## config.mk

```make
export PLATFORM = sky130hd
export DESIGN_NAME = rf_alu_sequencer
export DESIGN_NICKNAME = d
export VERILOG_FILES = /design/src/rtl/rf_alu_seq_pkg.sv /design/src/rtl/rf_alu_seq_decode.sv /design/src/rtl/rf_alu_sequencer.sv
export SDC_FILE = /design/constraint.sdc
export NUM_CORES = 1
export LEC_CHECK = 0
export CORE_UTILIZATION = 40
export CTS_CLUSTER_DIAMETER = 200
export DETAILED_ROUTE_END_ITERATION = 7
export PLACE_DENSITY = 0.72
export REMOVE_ABC_BUFFERS = 1
export SLEW_MARGIN = 20
export SYNTH_ARGS = -nofsm -noshare
export SYNTH_HDL_FRONTEND = slang
export SYNTH_SLANG_ARGS = --single-unit
```

## constraint.sdc

```tcl
create_clock -name clk -period 2.6 [get_ports clk]
set_input_delay 0.65 -clock clk [delete_from_list [all_inputs] [get_ports clk]]
set_output_delay 0.65 -clock clk [all_outputs]
set_load 0.1 [all_outputs]
```

## src/rtl/rf_alu_seq_pkg.sv

```systemverilog
// Shared types and constants for the register-file/ALU sequencer.
// Instruction layout: [15:12] opcode, [11:8] rd, [7:4] rs1, [3:0] rs2, imm8 = [7:0].
package rf_alu_seq_pkg;

    localparam int INSTR_W = 16;
    localparam int OPC_LSB = 12;
    localparam int RD_LSB  = 8;
    localparam int RS1_LSB = 4;
    localparam int RS2_LSB = 0;
    localparam int IMM_LSB = 0;
    localparam int FIELD_W = 4;
    localparam int IMM_W   = 8;

    typedef enum logic [3:0] {
        OP_AND  = 4'h0,
        OP_OR   = 4'h1,
        OP_ADD  = 4'h2,
        OP_SUB  = 4'h3,
        OP_ANDI = 4'h4,
        OP_ORI  = 4'h5,
        OP_ADDI = 4'h6,
        OP_SUBI = 4'h7,
        OP_LDI  = 4'h8,
        OP_CMP  = 4'h9
    } opcode_e;

    typedef enum logic [2:0] {
        IDLE,
        EXEC,
        EXEC2,
        DONE,
        ERR
    } state_e;

    localparam logic [1:0] ALU_AND = 2'b00;
    localparam logic [1:0] ALU_OR  = 2'b01;
    localparam logic [1:0] ALU_ADD = 2'b10;
    localparam logic [1:0] ALU_SUB = 2'b11;

    function automatic logic is_legal_op(input logic [3:0] op);
        return op <= OP_CMP;
    endfunction

endpackage

```

## src/rtl/rf_alu_seq_decode.sv

```systemverilog
// Combinational decode: instruction + execute phase -> datapath control signals.
// All controls are zero outside the execute cycles.
module rf_alu_seq_decode
    import rf_alu_seq_pkg::*;
#(
    parameter int DATA_W = 8,
    parameter int ADDR_W = 4
) (
    input  logic [INSTR_W-1:0] i_instr,
    input  logic               i_active,
    input  logic               i_second,
    output logic [ADDR_W-1:0]  o_ra1,
    output logic [ADDR_W-1:0]  o_ra2,
    output logic [ADDR_W-1:0]  o_wa,
    output logic [DATA_W-1:0]  o_ext,
    output logic [1:0]         o_alu_ctrl,
    output logic               o_alu_src,
    output logic               o_reg_write,
    output logic               o_is_illegal,
    output logic               o_is_two_cycle
);

    logic [3:0]        w_op;
    logic [ADDR_W-1:0] w_rd;
    logic [ADDR_W-1:0] w_rs1;
    logic [ADDR_W-1:0] w_rs2;
    logic [DATA_W-1:0] w_imm;

    assign w_op  = i_instr[OPC_LSB +: FIELD_W];
    assign w_rd  = ADDR_W'(i_instr[RD_LSB  +: FIELD_W]);
    assign w_rs1 = ADDR_W'(i_instr[RS1_LSB +: FIELD_W]);
    assign w_rs2 = ADDR_W'(i_instr[RS2_LSB +: FIELD_W]);
    assign w_imm = DATA_W'(i_instr[IMM_LSB +: IMM_W]);

    assign o_is_illegal   = !is_legal_op(w_op);
    assign o_is_two_cycle = (w_op == OP_LDI);

    // NOTE: every output gets a default before the case so no latch is inferred.
    always_comb begin
        o_ra1       = '0;
        o_ra2       = '0;
        o_wa        = '0;
        o_ext       = '0;
        o_alu_ctrl  = ALU_AND;
        o_alu_src   = 1'b0;
        o_reg_write = 1'b0;
        if (i_active) begin
            case (w_op)
                OP_AND, OP_OR, OP_ADD, OP_SUB: begin
                    o_ra1       = w_rs1;
                    o_ra2       = w_rs2;
                    o_wa        = w_rd;
                    o_alu_ctrl  = w_op[1:0];
                    o_reg_write = 1'b1;
                end
                OP_ANDI, OP_ORI, OP_ADDI, OP_SUBI: begin
                    o_ra1       = w_rd;
                    o_wa        = w_rd;
                    o_ext       = w_imm;
                    o_alu_src   = 1'b1;
                    o_alu_ctrl  = w_op[1:0];
                    o_reg_write = 1'b1;
                end
                // LDI clears rd first, then ORs in the immediate.
                OP_LDI: begin
                    o_ra1       = w_rd;
                    o_wa        = w_rd;
                    o_alu_src   = 1'b1;
                    o_reg_write = 1'b1;
                    o_alu_ctrl  = i_second ? ALU_OR : ALU_AND;
                    o_ext       = i_second ? w_imm : '0;
                end
                OP_CMP: begin
                    o_ra1      = w_rs1;
                    o_ra2      = w_rs2;
                    o_alu_ctrl = ALU_SUB;
                end
                default: ;
            endcase
        end
    end

endmodule

```

## src/rtl/rf_alu_sequencer.sv

```systemverilog
// Multi-cycle control FSM for the 16x8 register-file/ALU datapath:
// accepts instructions over valid/ready, drives 1-2 execute cycles, reports completion.
module rf_alu_sequencer
    import rf_alu_seq_pkg::*;
#(
    parameter int DATA_W = 8,
    parameter int ADDR_W = 4,
    parameter int CNT_W  = 16
) (
    input  logic               clk,
    input  logic               reset,
    input  logic               instr_valid,
    input  logic [15:0]        instr,
    output logic               instr_ready,
    input  logic [DATA_W-1:0]  ALUResult,
    output logic [ADDR_W-1:0]  RA1,
    output logic [ADDR_W-1:0]  RA2,
    output logic [ADDR_W-1:0]  WA,
    output logic [DATA_W-1:0]  external_data_in,
    output logic [1:0]         ALUControl,
    output logic               ALUSrc,
    output logic               RegWrite,
    output logic [DATA_W-1:0]  result,
    output logic               zero,
    output logic               done,
    output logic               err,
    output logic [CNT_W-1:0]   retired_count
);

    state_e             r_state;
    state_e             w_next;
    logic [INSTR_W-1:0] r_instr;
    logic [INSTR_W-1:0] w_dec_instr;
    logic [DATA_W-1:0]  r_result;
    logic [CNT_W-1:0]   r_retired;
    logic               w_is_illegal;
    logic               w_is_two_cycle;
    logic               w_last_exec;

    // In IDLE the decoder looks at the offered instruction so legality is known at the handshake.
    assign w_dec_instr = (r_state == IDLE) ? instr : r_instr;

    rf_alu_seq_decode #(
        .DATA_W (DATA_W),
        .ADDR_W (ADDR_W)
    ) u_decode (
        .i_instr        (w_dec_instr),
        .i_active       ((r_state == EXEC) || (r_state == EXEC2)),
        .i_second       (r_state == EXEC2),
        .o_ra1          (RA1),
        .o_ra2          (RA2),
        .o_wa           (WA),
        .o_ext          (external_data_in),
        .o_alu_ctrl     (ALUControl),
        .o_alu_src      (ALUSrc),
        .o_reg_write    (RegWrite),
        .o_is_illegal   (w_is_illegal),
        .o_is_two_cycle (w_is_two_cycle)
    );

    always_comb begin
        w_next = r_state;
        case (r_state)
            IDLE:    if (instr_valid) w_next = w_is_illegal ? ERR : EXEC;
            EXEC:    w_next = w_is_two_cycle ? EXEC2 : DONE;
            EXEC2:   w_next = DONE;
            DONE:    w_next = IDLE;
            ERR:     w_next = IDLE;
            default: w_next = IDLE;
        endcase
    end

    assign w_last_exec = ((r_state == EXEC) && !w_is_two_cycle) || (r_state == EXEC2);

    // NOTE: sequential state uses non-blocking assignments so all registers update together.
    always_ff @(posedge clk or posedge reset) begin
        if (reset) begin
            r_state   <= IDLE;
            r_instr   <= '0;
            r_result  <= '0;
            r_retired <= '0;
        end else begin
            r_state <= w_next;
            if (instr_ready && instr_valid) r_instr <= instr;
            if (w_last_exec) begin
                r_result  <= ALUResult;
                r_retired <= r_retired + CNT_W'(1);
            end
        end
    end

    assign instr_ready   = (r_state == IDLE);
    assign done          = (r_state == DONE);
    assign err           = (r_state == ERR);
    assign result        = r_result;
    assign zero          = (r_result == '0);
    assign retired_count = r_retired;

endmodule

```

### After elaboration in Yosys (flattened, before gate mapping)

Index checks and enable logic that the tools add are counted.

| cells by class | value |
|---|---|
| $add $sub $neg | 1 |
| $lt $le $gt $ge | 1 |
| equal/unequal tests | 14 |
| mux-type cells | 21 |
| reductions and logical operators | 13 |

Operators with widths:

| operator | number |
|---|---|
| 4-bit two-way mux | 5 |
| 16-bit by 1-bit adder with 16-bit output (second input constant) | 1 |
| 4-bit by 3-bit equality test with 1-bit output (second input constant) | 4 |
| 16-bit two-way mux | 1 |
| 8-bit two-way mux | 2 |
| 8-bit one-hot mux with 2 select lines | 1 |
| 5-bit OR reduction | 2 |
| 3-bit one-hot mux with 3 select lines | 1 |
| 9-bit OR reduction | 1 |
| 4-bit by 2-bit equality test with 1-bit output (second input constant) | 2 |
| 4-bit equality test (second input constant) | 2 |
| 8-bit logical NOT | 1 |
| 4-bit one-hot mux with 2 select lines | 1 |
| 8-bit OR reduction | 1 |
| 3-bit by 2-bit equality test with 1-bit output (second input constant) | 2 |
| 1-bit two-way mux | 6 |
| 3-bit two-way mux | 2 |
| 2-bit one-hot mux with 3 select lines | 1 |
| 4-bit by 1-bit equality test with 1-bit output (second input constant) | 1 |
| 4-bit less-or-equal comparator (second input constant) | 1 |
| 4-bit logical NOT | 1 |
| 4-bit OR reduction | 1 |
| 3-bit by 1-bit equality test with 1-bit output (second input constant) | 1 |
| 3-bit equality test (second input constant) | 1 |
| 6 further kinds | 8 |

| storage, ports and cells | value |
|---|---|
| bits in registers | 43 |
| output and inout port bits | 52 |
| word-level logic and storage cells | 54 |

### Depth between registers and ports, before layout

Gate-level depths: netlist of run 1.

| logic depth | value |
|---|---|
| depth in word-level cells | 6 |
| mapped depth | 6 |

### Hierarchy

From an unflattened synthesis of run 1, not the netlist that was laid out.

| second synthesis, totals | value |
|---|---|
| cell total of the unflattened synthesis | 196 |
| area, all modules | 2,292.2 sq um |

By module, submodules not included:

| module | instances | cells an instance | area an instance (sq um) | seq. area each (sq um) |
|---|---|---|---|---|
| rf_alu_sequencer | 1 | 150 | 2,019.4 | 1,076.0 |
| rf_alu_seq_decode | 1 | 46 | 272.8 | 0.0 |

### Worst setup path before layout of run 1

Ideal clock, no wire load.

| timing path | value |
|---|---|
| path type | reg2out |
| start point | register r_state[1] |
| end point | output port RA1[3] |
| arrival time | 3,551 ps |
| path slack | -1,601 ps |
| stages on the path, launching flop included | 5 |
| path buffers | 1 |
| path through | dfrtp_1 buf_2 nor3_2 mux2_2 o31ai_1 |

| between the ends | value |
|---|---|
| cells in the longest elaborated chain, start to end | 6 |
| elaborated cells between the ends (all ways) | 19 |

RTL lines:

| what | RTL line | RTL |
|---|---|---|
| from (decl) | rf_alu_sequencer.sv:30 | `state_e r_state;` |
| from (signal assigned) | rf_alu_sequencer.sv:83 | `r_state <= w_next;` |
| 3-bit logical NOT | rf_alu_sequencer.sv:41 | `assign w_dec_instr = (r_state == IDLE) ? instr : r_instr;` |
| 16-bit two-way mux | rf_alu_sequencer.sv:41 |  |
| 4-bit equality test (tied with other cells) | rf_alu_seq_decode.sv:48 | `case (w_op)` |
| 5-bit OR reduction (no source line) | n/a |  |
| 4-bit one-hot mux with 2 select lines | rf_alu_seq_decode.sv:48 |  |
| 4-bit two-way mux (*) | rf_alu_seq_decode.sv:47 | `if (i_active) begin` |
| to (decl) | rf_alu_sequencer.sv:16 | `output logic [ADDR_W-1:0] RA1,` |

Mark *: on every way between the ends. The rest lies on a longest branch, timed or not.

### Worst setup path in the final report of run 1

| timing path | value |
|---|---|
| start point | register r_state[0] |
| end point | output port RA1[1] |

The elaborated chain is that of the path after synthesis.

==> impl_metrics.csv, run 1 <==
group,metric,value,unit
clocking,clock_sinks,43,
floorplan,coreArea,5470,sq um
timing,fmax,369,MHz
hold_path,hold_class,"register to register",
global_route,grt_first_pass_wirelength,9820,microns
critical_path,worst-path-stages,5,
global_route,first_global_vias,1994,
status,violations,"setup timing",
clocking,number_of_buffers_inserted_for_hold_repair_after_clock_tree_synthesis,0,
timing,fin_skew,0.00604,ns
synth,yosys_register_bits,43,
routing,totalWireLength,6090,microns
floorplan,design.portCount,79,
synth,seq_total_area_yosys,0.475,
critical_path,critical_path_arrival,2.06,ns
routing,remaining_drc_errors,0,
synth,yosysUniqueCellTypes,41,
finish,fin_nets,361,
floorplan,floorplan.rows,27,
routing,detailedRoute.firstIterationViolations,79,
global_route,overflow,0,
critical_path,path_buf_inv,1,
status,status,"complete, but fails checks",
routing,avgRoutedWirePerCell,15.0,microns
critical_path,cp_cell_sequence,"nor3_4, mux2_4, or2_4, o21ai_4, buf_12",
critical_path,timing.critical_path.required,1.95,ns
finish,layout-drive-gt1-share,0.422,
timing,final_period_minus_worst_setup_slack,2.71,ns
routing,avgViaCountPerCell,5.08,
timing,finalSetupViolCount,12,
critical_path,setup.worst_path.class,"register to primary output",
critical_path,end_kind,"primary output",
global_route,groute.usage.overall,0.209,
routing,post_route_antenna_net_violation_count,0,
clocking,cts-htree-levels,2,
critical_path,cpMaxStageDelayCell,"sky130_fd_sc_hd__dfrtp_2",
critical_path,timing.critical_path.max_delay_family,"simple AND/OR/NAND/NOR gates",
synth,syn-instance-count,231,
finish,area_delta_synth_final,67.8,%
floorplan,design.die.area,5970,sq um
clocking,cts_inserted_buffers,5,
placement,dp_hpwl,4440,microns
global_route,pin_count_of_the_biggest_net_entering_global_routing,22,
synth,synth_warnings,0,
clocking,root_buffer,"sky130_fd_sc_hd__clkbuf_8",
job,maxCapViolations,0,
placement,gp_routability_congestion,0.799,
critical_path,critical_path.max_fanout,4,
critical_path,cp-start-kind,"register",
hold_path,timing.hold.worst_path_depth,1,
timing,timing.max_slew.rel_slack,0.500,
clocking,clock_insertion_delay_worst_skew,0.29,ns
placement,place_ws,-0.221,ns
timing,worst_pin_slew,0.746,ns
timing,maxSlewViolCount,0,
clocking,clk_path_buf_depth,2,
finish,antenna_cells,0,
floorplan,starting_density_of_the_core,0.414,
global_route,grt_antenna_before_repair,0,
floorplan,die_width,77.2,microns
critical_path,worst_path_largest_cell_delay,0.47,ns
timing,timing.final.hold_violations,0,
synth,postSynthAreaPerCell,9.80,sq um
placement,port_buffers,78,
routing,vias,2062,
routing,first_pass_iters,4,
timing,fin_crit_sh,1.04,
timing,post_layout_worst_setup_margin,-0.108,ns
synth,post_synth_instance_area,2260,sq um
floorplan,die_height,77.2,microns
clocking,clk_pin_slew_worst_paths,0.08,ns
critical_path,r2r_cells,7,
clocking,tritoncts,"yes",
timing,grt_setup_unrepaired,"true",
[synthesized netlist by cell type]
cell type	count	area [sq um]
sky130_fd_sc_hd__ha_1	1	12.5
sky130_fd_sc_hd__nor2b_1	3	18.8
sky130_fd_sc_hd__nand4b_1	1	8.76
sky130_fd_sc_hd__and3_1	3	18.8
sky130_fd_sc_hd__xor2_1	7	61.3
sky130_fd_sc_hd__nand3_1	8	40.0
sky130_fd_sc_hd__o31a_1	1	8.76
sky130_fd_sc_hd__mux2i_1	4	40.0
sky130_fd_sc_hd__a2111oi_2	1	15.0
sky130_fd_sc_hd__nor2_1	20	75.1
sky130_fd_sc_hd__and2_1	7	43.8
sky130_fd_sc_hd__a21oi_1	1	5.00
sky130_fd_sc_hd__buf_2	4	20.0
sky130_fd_sc_hd__buf_4	3	22.5
sky130_fd_sc_hd__o211ai_1	1	7.51
sky130_fd_sc_hd__o21ai_1	3	15.0
sky130_fd_sc_hd__mux2_2	18	203
sky130_fd_sc_hd__a31oi_1	2	12.5
sky130_fd_sc_hd__a211o_1	1	8.76
sky130_fd_sc_hd__or2_1	1	6.26
sky130_fd_sc_hd__clkbuf_1	4	15.0
sky130_fd_sc_hd__nor4_2	3	37.5
sky130_fd_sc_hd__inv_1	8	30.0
sky130_fd_sc_hd__a211oi_1	3	22.5
sky130_fd_sc_hd__and4_1	1	8.76
sky130_fd_sc_hd__or4_1	2	15.0
sky130_fd_sc_hd__nand2_1	34	128
sky130_fd_sc_hd__nand4_1	6	37.5
sky130_fd_sc_hd__xnor2_1	9	78.8
sky130_fd_sc_hd__nor3_2	1	10.0
sky130_fd_sc_hd__nand2b_1	1	6.26
sky130_fd_sc_hd__or3_1	2	12.5
sky130_fd_sc_hd__dfrtp_1	43	1080
sky130_fd_sc_hd__nor3_1	5	25.0
sky130_fd_sc_hd__clkbuf_2	1	5.00
sky130_fd_sc_hd__a2111oi_1	1	10.0
sky130_fd_sc_hd__o31ai_1	1	7.51
sky130_fd_sc_hd__o21a_1	2	15.0
sky130_fd_sc_hd__nor4b_2	1	15.0
sky130_fd_sc_hd__o21ai_0	12	60.1
sky130_fd_sc_hd__o22ai_1	1	6.26
[timing repair]
action,4_1_cts,5_1_grt
endpoints found under the setup margin,19,22
resized for setup,34,16
gates cloned,0,0
setup buffers,6,1
pin swaps,5,4
[flip-flops by register name (all words and copies together), names as in the netlist]
register / flops
r_instr: 16
retired_count: 16
result: 8
r_state: 3
[cell type report]
cell class | count | area (sq um)
fill | 430 | 1670
multi-input combinational | 168 | 1270
timing repair buffer | 107 | 1250
sequential | 43 | 1080
tap | 72 | 90.1
clock buffer | 6 | 72.6
inverter | 8 | 30.0
clock inverter | 2 | 12.5
[cell usage in the layout, fill, tap and decap left out, types with 4 or more instances in the layout]
cell type                         instances
sky130_fd_sc_hd__nand2_1                 34
sky130_fd_sc_hd__dfrtp_2                  4
sky130_fd_sc_hd__nor3_1                   5
sky130_fd_sc_hd__buf_12                  29
sky130_fd_sc_hd__inv_1                    6
sky130_fd_sc_hd__buf_6                    5
sky130_fd_sc_hd__nor2_2                   5
sky130_fd_sc_hd__clkdlybuf4s50_1         24
sky130_fd_sc_hd__mux2_2                  17
sky130_fd_sc_hd__clkbuf_8                 5
sky130_fd_sc_hd__dfrtp_1                 39
sky130_fd_sc_hd__o21ai_0                  9
sky130_fd_sc_hd__and2_4                   4
sky130_fd_sc_hd__xor2_1                   7
sky130_fd_sc_hd__buf_4                   47
sky130_fd_sc_hd__nor2_1                  12
sky130_fd_sc_hd__xnor2_1                  8
sky130_fd_sc_hd__nand4_1                  6
sky130_fd_sc_hd__nand3_1                  8
[final timing paths]
check                                                   start                            end  slack [ns]
worst min-delay path            retired_count[15]$_DFFE_PP0N_  retired_count[15]$_DFFE_PP0N_        0.48
min in group asynchronous                               reset         r_state[0]$_DFFE_PP0P_        0.70
worst min register to register  retired_count[15]$_DFFE_PP0N_  retired_count[15]$_DFFE_PP0N_        0.48
max in group asynchronous                               reset   retired_count[1]$_DFFE_PP0N_        1.33
worst max-delay path                   r_state[0]$_DFFE_PP0P_                         RA1[1]       -0.11
worst max register to register        r_instr[15]$_DFFE_PP0P_  retired_count[10]$_DFFE_PP0N_        0.55
[layer usage]
metal / global-route usage / vias up / wire length, microns / share of wire
met3: 0.0369 / 11 / 215 / 0.035
li1: - / 1004 / - / -
met4: 0.0755 / 0 / 124 / 0.020
met5: 0 / - / 0 / 0
met1: 0.265 / 1000 / 2660 / 0.44
met2: 0.355 / 47 / 3090 / 0.51
[kinds of logic after synthesis]
logic type / share of synthesized area
AOI/OAI and AO/OA: 0.0856
xor gates and xnor gates: 0.0619
adders and majority gates: 0.00552
buffers and inverters: 0.0409
DFF: 0.475
muxes: 0.107
and+or+nand+nor: 0.224
[per-stage QoR]
step	utilization	hold WS (ns)	setup TNS (ns)	cells	instance area, sq um
finish	0.694	0.478	-0.720	406	3800
global route	0.694	0.523	-2.07	406	3800
CTS	0.682	0.481	-0.417	405	3730
detailed placement	0.633	0.470	-1.47	391	3460
global placement	0.633	0.460	-1.23	391	3460
floorplan	-	0.475	-53.78	219	2200
Power of run 1 is left out: the tool's default activity adds up to more than one toggle a clock period on the data nets, which glitch-free logic cannot reach.
==> run 2: changes to the inputs <==
--- a/config.mk
+++ b/config.mk
@@ -5,10 +5,12 @@
 export SDC_FILE = /design/constraint.sdc
 export NUM_CORES = 1
 export LEC_CHECK = 0
-export CORE_UTILIZATION = 40
+export CELL_PAD_IN_SITES_DETAIL_PLACEMENT = 2
+export CELL_PAD_IN_SITES_GLOBAL_PLACEMENT = 2
+export CORE_UTILIZATION = 27
 export CTS_CLUSTER_DIAMETER = 200
 export DETAILED_ROUTE_END_ITERATION = 7
-export PLACE_DENSITY = 0.72
+export PLACE_DENSITY_LB_ADDON = 0.1
 export REMOVE_ABC_BUFFERS = 1
 export SLEW_MARGIN = 20
 export SYNTH_ARGS = -nofsm -noshare
==> run 2 against run 1 <==
Compared with the run above: the flow still finishes with violations (setup timing); wire length grew 28%; global-route usage decreased by 3.3 points; worst setup slack got worse by 0.013 ns; worst hold slack improved by 0.013 ns.
==> impl_metrics.csv, run 2 (same netlist as run 1, synthesis figures left out) <==
group,metric,value,unit
status,status,"complete, but fails checks",
status,violations,"setup timing",
clocking,tritoncts,"yes",
timing,timing.max_slew.rel_slack,0.541,
finish,final_cell_mix,"sky130_fd_sc_hd__buf_4, sky130_fd_sc_hd__dfrtp_1, sky130_fd_sc_hd__nand2_1",
placement,port_buffers,78,
finish,layout-drive-gt1-share,0.473,
global_route,grt_first_pass_wirelength,11900,microns
routing,avgViaCountPerCell,4.82,
routing,remaining_drc_errors,0,
routing,totalWireLength,7820,microns
clocking,cts-htree-levels,2,
floorplan,design.portCount,79,
finish,post-route-cell-area,3980,sq um
critical_path,timing.critical_path.max_delay_family,"compound AO/OA/AOI/OAI gates",
floorplan,die_width,93.6,microns
global_route,grt_antenna_before_repair,0,
finish,fin_util,0.487,
global_route,first_global_vias,2302,
routing,post_route_antenna_net_violation_count,0,
timing,worst_pin_slew,0.686,ns
clocking,root_buffer,"sky130_fd_sc_hd__clkbuf_8",
floorplan,starting_density_of_the_core,0.277,
clocking,cts_inserted_buffers,5,
timing,final_period_minus_worst_setup_slack,2.72,ns
timing,grt_setup_unrepaired,"true",
floorplan,coreArea,8180,sq um
critical_path,cp_cell_sequence,"o31a_1, or3_4, buf_6, o31ai_4, buf_4, buf_12",
timing,fin_skew,0.0100,ns
critical_path,cpMaxStageDelayCell,"sky130_fd_sc_hd__dfrtp_2",
routing,vias,2137,
placement,dp_hpwl,5320,microns
clocking,clk_path_buf_depth,2,
clocking,clk_pin_slew_worst_paths,0.08,ns
placement,post_placement_cell_area,3500,sq um
floorplan,die_height,93.6,microns
critical_path,timing.reg2reg.setup_slack,0.65,ns
critical_path,worst_path_largest_cell_delay,0.42,ns
global_route,overflow,0,
routing,detailedRoute.firstIterationViolations,57,
critical_path,critical_path.max_fanout,6,
clocking,clock_insertion_delay_worst_skew,0.30,ns
finish,layout.cells.most_common,"sky130_fd_sc_hd__buf_4",
critical_path,critical_path_arrival,2.07,ns
timing,maxSlewViolCount,0,
critical_path,cp-start-kind,"register",
floorplan,design.die.area,8760,sq um
finish,area_delta_synth_final,75.7,%
global_route,groute.usage.overall,0.176,
finish,fin_nets,365,
critical_path,setup.worst_path.class,"register to primary output",
placement,gp_routability_congestion,0.700,
timing,fmax,368,MHz
global_route,pin_count_of_the_biggest_net_entering_global_routing,44,
critical_path,timing.critical_path.required,1.95,ns
timing,fin_crit_sh,1.05,
timing,finalSetupViolCount,8,
timing,timing.final.hold_violations,0,
critical_path,end_kind,"primary output",
clocking,clock_sinks,43,
finish,antenna_cells,0,
critical_path,path_buf_inv,3,
hold_path,hold_class,"register to register",
floorplan,floorplan.rows,33,
routing,first_pass_iters,3,
clocking,number_of_buffers_inserted_for_hold_repair_after_clock_tree_synthesis,0,
routing,avgRoutedWirePerCell,17.7,microns
job,maxCapViolations,0,
timing,post_layout_worst_setup_margin,-0.121,ns
[run 2: path summary, 6_finish.rpt]
| path | end | cells after the start | from |
|---|---|---|---|
| max | RA1[3] | 6 | r_instr[12]$_DFFE_PP0P_ |
| max in group asynchronous | r_instr[12]$_DFFE_PP0P_ | 3 | reset |
| max reg2reg | retired_count[5]$_DFFE_PP0N_ | 5 | r_instr[15]$_DFFE_PP0P_ |
| min in group asynchronous | result[2]$_DFFE_PP0N_ | 3 | reset |
| min reg2reg | retired_count[15]$_DFFE_PP0N_ | 1 | retired_count[15]$_DFFE_PP0N_ |
| min | retired_count[15]$_DFFE_PP0N_ | 1 | retired_count[15]$_DFFE_PP0N_ |
[run 2: layout make-up]
cell class / instances / area [sq um]
fill: 851 / 4200
multi-input combinational: 168 / 1340
timing repair buffer: 111 / 1300
sequential: 43 / 1080
tap: 105 / 131
clock buffer: 6 / 82.6
inverter: 8 / 30.0
clock inverter: 2 / 16.3
[run 2: metrics by stage]
| step | worst slack (ns) | setup TNS, ns | cells | hold WS (ns) |
|---|---|---|---|---|
| floorplan | -3.02 | -53.78 | 219 | 0.475 |
| global placement | -0.202 | -1.79 | 422 | 0.466 |
| detailed placement | -0.247 | -2.01 | 422 | 0.480 |
| CTS | -0.102 | -0.692 | 433 | 0.492 |
| global route | -0.219 | -1.84 | 443 | 0.519 |
| finish | -0.121 | -0.410 | 443 | 0.492 |
[run 2: metal layers]
layer,global-route usage,part of all wire
met1,0.207,0.42
met2,0.335,0.55
met3,0.0293,0.027
met4,0.0308,0.0056
met5,0,0
[run 2: timing repair]
item                       4_1_cts  5_1_grt
gates resized for setup         39       34
pin swaps                        6       13
setup buffers                    3       10
setup endpoints to repair       22       23
Power of run 2 is left out for the same reason.
==> run 3: changes to the inputs <==
--- a/config.mk
+++ b/config.mk
@@ -5,9 +5,10 @@
 export SDC_FILE = /design/constraint.sdc
 export NUM_CORES = 1
 export LEC_CHECK = 0
+export ABC_AREA = 1
 export CELL_PAD_IN_SITES_DETAIL_PLACEMENT = 2
 export CELL_PAD_IN_SITES_GLOBAL_PLACEMENT = 2
-export CORE_UTILIZATION = 27
+export CORE_UTILIZATION = 25
 export CTS_CLUSTER_DIAMETER = 200
 export DETAILED_ROUTE_END_ITERATION = 7
 export PLACE_DENSITY_LB_ADDON = 0.1
==> run 3 against run 2 <==
Compared with the run above: the flow still finishes with violations (setup timing); register-to-register slack worse by 0.19 ns; via count increased by 30%; area after synthesis up 9.2%; wire length is 43% higher; design area rose by 12%; worst hold slack worse by 0.012 ns; global-route usage up 4.0 points; core utilization down 1.2 points; largest cell class unchanged; critical path depth grew 6; highest routed layer unchanged.
==> impl_metrics.csv, run 3 <==
group,metric,value,unit
routing,avgViaCountPerCell,4.63,
hold_path,worstHoldStart,"r_instr[4]$_DFFE_PP0P_",
synth,largest_family_of_logic_cells_by_synthesized_area,"simple AND/OR/NAND/NOR gates",
critical_path,beginning_of_the_worst_register_to_register_path,"r_state[0]$_DFFE_PP0P_",
clocking,cts_inserted_buffers,5,
routing,totalWireLength,11200,microns
synth,synth_top_area_share,0.435,
timing,maxSlewViolCount,0,
synth,synth_warnings,0,
synth,synth_flop_cell,"sky130_fd_sc_hd__dfrtp_1",
global_route,overflow,0,
clocking,clock_insertion_delay_worst_skew,0.31,ns
synth,yosys-top-cells-count,"sky130_fd_sc_hd__nand2_1, sky130_fd_sc_hd__dfrtp_1, sky130_fd_sc_hd__inv_1, sky130_fd_sc_hd__nor2_1, sky130_fd_sc_hd__nand3_1",
timing,grt_setup_unrepaired,"true",
timing,post_layout_worst_setup_margin,-0.178,ns
synth,post_synthesis_share_of_cell_area_spent_on_xor_and_xnor_gates,0.0460,
routing,remaining_drc_errors,0,
synth,postSynthAreaPerCell,7.11,sq um
finish,fillCellCount,1035,
clocking,cts-htree-levels,2,
synth,synthAdderAreaFrac,0.00506,
floorplan,starting_density_of_the_core,0.263,
routing,first_pass_iters,3,
timing,timing.max_slew.rel_slack,0.533,
placement,dp_hpwl,6340,microns
status,violations,"setup timing",
finish,layout.cells.most_common,"sky130_fd_sc_hd__nand2_1",
clocking,clk_pin_slew_worst_paths,0.09,ns
critical_path,setup.worst_path.class,"register to primary output",
synth,post_synth_main_area_contributors,"sky130_fd_sc_hd__dfrtp_1, sky130_fd_sc_hd__nand2_1, sky130_fd_sc_hd__inv_1",
timing,fmax,360,MHz
synth,edff_count_synth,0,
synth,yosysUniqueCellTypes,24,
routing,avgRoutedWirePerCell,18.7,microns
timing,timing.final.hold_violations,0,
finish,layout-drive-gt1-share,0.375,
placement,gp_routability_congestion,0.731,
status,status,"complete, but fails checks",
routing,post_route_antenna_net_violation_count,0,
routing,detailedRoute.firstIterationViolations,59,
clocking,root_buffer,"sky130_fd_sc_hd__clkbuf_8",
critical_path,timing.critical_path.required,1.95,ns
clocking,number_of_buffers_inserted_for_hold_repair_after_clock_tree_synthesis,0,
synth,synth-compound-area-share,0.0567,
finish,sequential_standard_cell_area,1080,sq um
critical_path,critical_path.max_fanout,4,
floorplan,design.portCount,79,
timing,finalSetupViolCount,22,
global_route,groute.usage.overall,0.216,
critical_path,critical_path_arrival,2.13,ns
hold_path,hold_class,"register to register",
critical_path,crit_start,"r_state[0]$_DFFE_PP0P_",
global_route,grt_first_pass_wirelength,16700,microns
synth,ys_async_sr_fraction,1.00,
timing,worst_pin_slew,0.699,ns
critical_path,end_kind,"primary output",
finish,multi_input_combinational_cell_area,1600,sq um
finish,area_delta_synth_final,80.8,%
floorplan,die_width,101,microns
clocking,clk_path_buf_depth,2,
synth,syn-instance-count,348,
global_route,grt_antenna_before_repair,0,
synth,yosys_register_bits,43,
placement,port_buffers,78,
clocking,tritoncts,"yes",
synth,mux_cell_area_share_after_synthesis,0,
timing,fin_crit_sh,1.07,
job,maxCapViolations,0,
timing,final_period_minus_worst_setup_slack,2.78,ns
synth,seq_total_area_yosys,0.435,
finish,final_cell_mix,"sky130_fd_sc_hd__nand2_1, sky130_fd_sc_hd__buf_4, sky130_fd_sc_hd__dfrtp_1",
synth,synth_top_cell_by_area,"sky130_fd_sc_hd__dfrtp_1",
routing,vias,2769,
global_route,first_global_vias,3136,
floorplan,design.die.area,10300,sq um
synth,most_repeated_cell_in_the_gate_level_netlist_after_synthesis,"sky130_fd_sc_hd__nand2_1",
global_route,pin_count_of_the_biggest_net_entering_global_routing,44,
timing,fin_skew,0.00976,ns
synth,share_of_synthesized_cell_area_in_and_or_nand_and_nor_gates,0.379,
clocking,clock_sinks,43,
finish,fin_nets,496,
floorplan,floorplan.rows,35,
synth,post_synth_instance_area,2470,sq um
timing,worst_hold_slack,0.480,ns
critical_path,cp-start-kind,"register",
floorplan,coreArea,9420,sq um
finish,antenna_cells,0,
floorplan,die_height,101,microns
run 3: cell types whose count changed after synthesis, moves of 9 or more:
cell and delta:
sky130_fd_sc_hd__nand2_1 +120, sky130_fd_sc_hd__inv_1 +23, sky130_fd_sc_hd__a21oi_1 +11, sky130_fd_sc_hd__nand3_1 +9, sky130_fd_sc_hd__mux2_2 -18
run 3: area by class of cell:
class                   instances  area share
clock buffers                   5      0.0154
clock inverters                 3     0.00979
inverters                      32      0.0291
multi-input cells             264       0.357
flip-flops and latches         43       0.241
well taps                     129      0.0361
repair buffers                122       0.312
run 3: worst paths after layout:
check | endpoint | slack (ns) | depth (start not counted)
worst min register to register | r_instr[4]$_DFFE_PP0P_ | 0.48 | 2
min in group asynchronous | result[4]$_DFFE_PP0N_ | 0.82 | 3
worst max register to register | retired_count[13]$_DFFE_PP0N_ | 0.46 | 11
max in group asynchronous | r_state[0]$_DFFE_PP0P_ | 1.35 | 3
worst max-delay path | ALUControl[0] | -0.18 | 12
worst min-delay path | r_instr[4]$_DFFE_PP0P_ | 0.48 | 2
run 3: critical path, stage by stage (launching register included):
cell	delay (ns)
sky130_fd_sc_hd__dfrtp_2	0.45
sky130_fd_sc_hd__nor2_4	0.16
sky130_fd_sc_hd__buf_6	0.13
sky130_fd_sc_hd__buf_4	0.10
sky130_fd_sc_hd__nand3_2	0.09
sky130_fd_sc_hd__nand2_4	0.11
sky130_fd_sc_hd__inv_1	0.09
sky130_fd_sc_hd__nand3_4	0.12
sky130_fd_sc_hd__buf_4	0.15
sky130_fd_sc_hd__nand2_1	0.07
sky130_fd_sc_hd__inv_1	0.12
sky130_fd_sc_hd__a21oi_4	0.07
sky130_fd_sc_hd__buf_12	0.16
run 3: timing repair:
item	CTS	global route
pin swaps	22	13
setup endpoints to repair	24	24
gates cloned	2	0
resized for setup	98	25
buffers inserted	17	9
run 3: cell families after synthesis:
| kind of cell | Yosys count |
|---|---|
| AO/OA/AOI/OAI | 28 |
| XOR/XNOR | 13 |
| adder cells (fa/ha/maj) | 1 |
| buffers and inverters | 42 |
| flip-flops | 43 |
| AND/OR/NAND/NOR | 221 |
run 3: stage by stage:
step / instances / TNS (ns) / cell area [sq um] / worst slack (ns) / utilization
floorplan: 338 / -18.09 / 2400 / -0.975 / -
global placement: 563 / -5.11 / 3680 / -0.284 / 0.391
detailed placement: 563 / -5.79 / 3680 / -0.307 / 0.391
CTS: 590 / -1.32 / 4300 / -0.103 / 0.457
global route: 598 / -4.61 / 4470 / -0.283 / 0.475
finish: 598 / -2.80 / 4470 / -0.178 / 0.475
run 3: layer usage:
layer	up-vias	wire length (microns)	track usage
met5	-	0	0
met4	0	252	0.0680
met3	17	267	0.0269
met2	50	6160	0.409
met1	1387	4480	0.252
li1	1315	-	-
Power of run 3 is left out for the same reason.
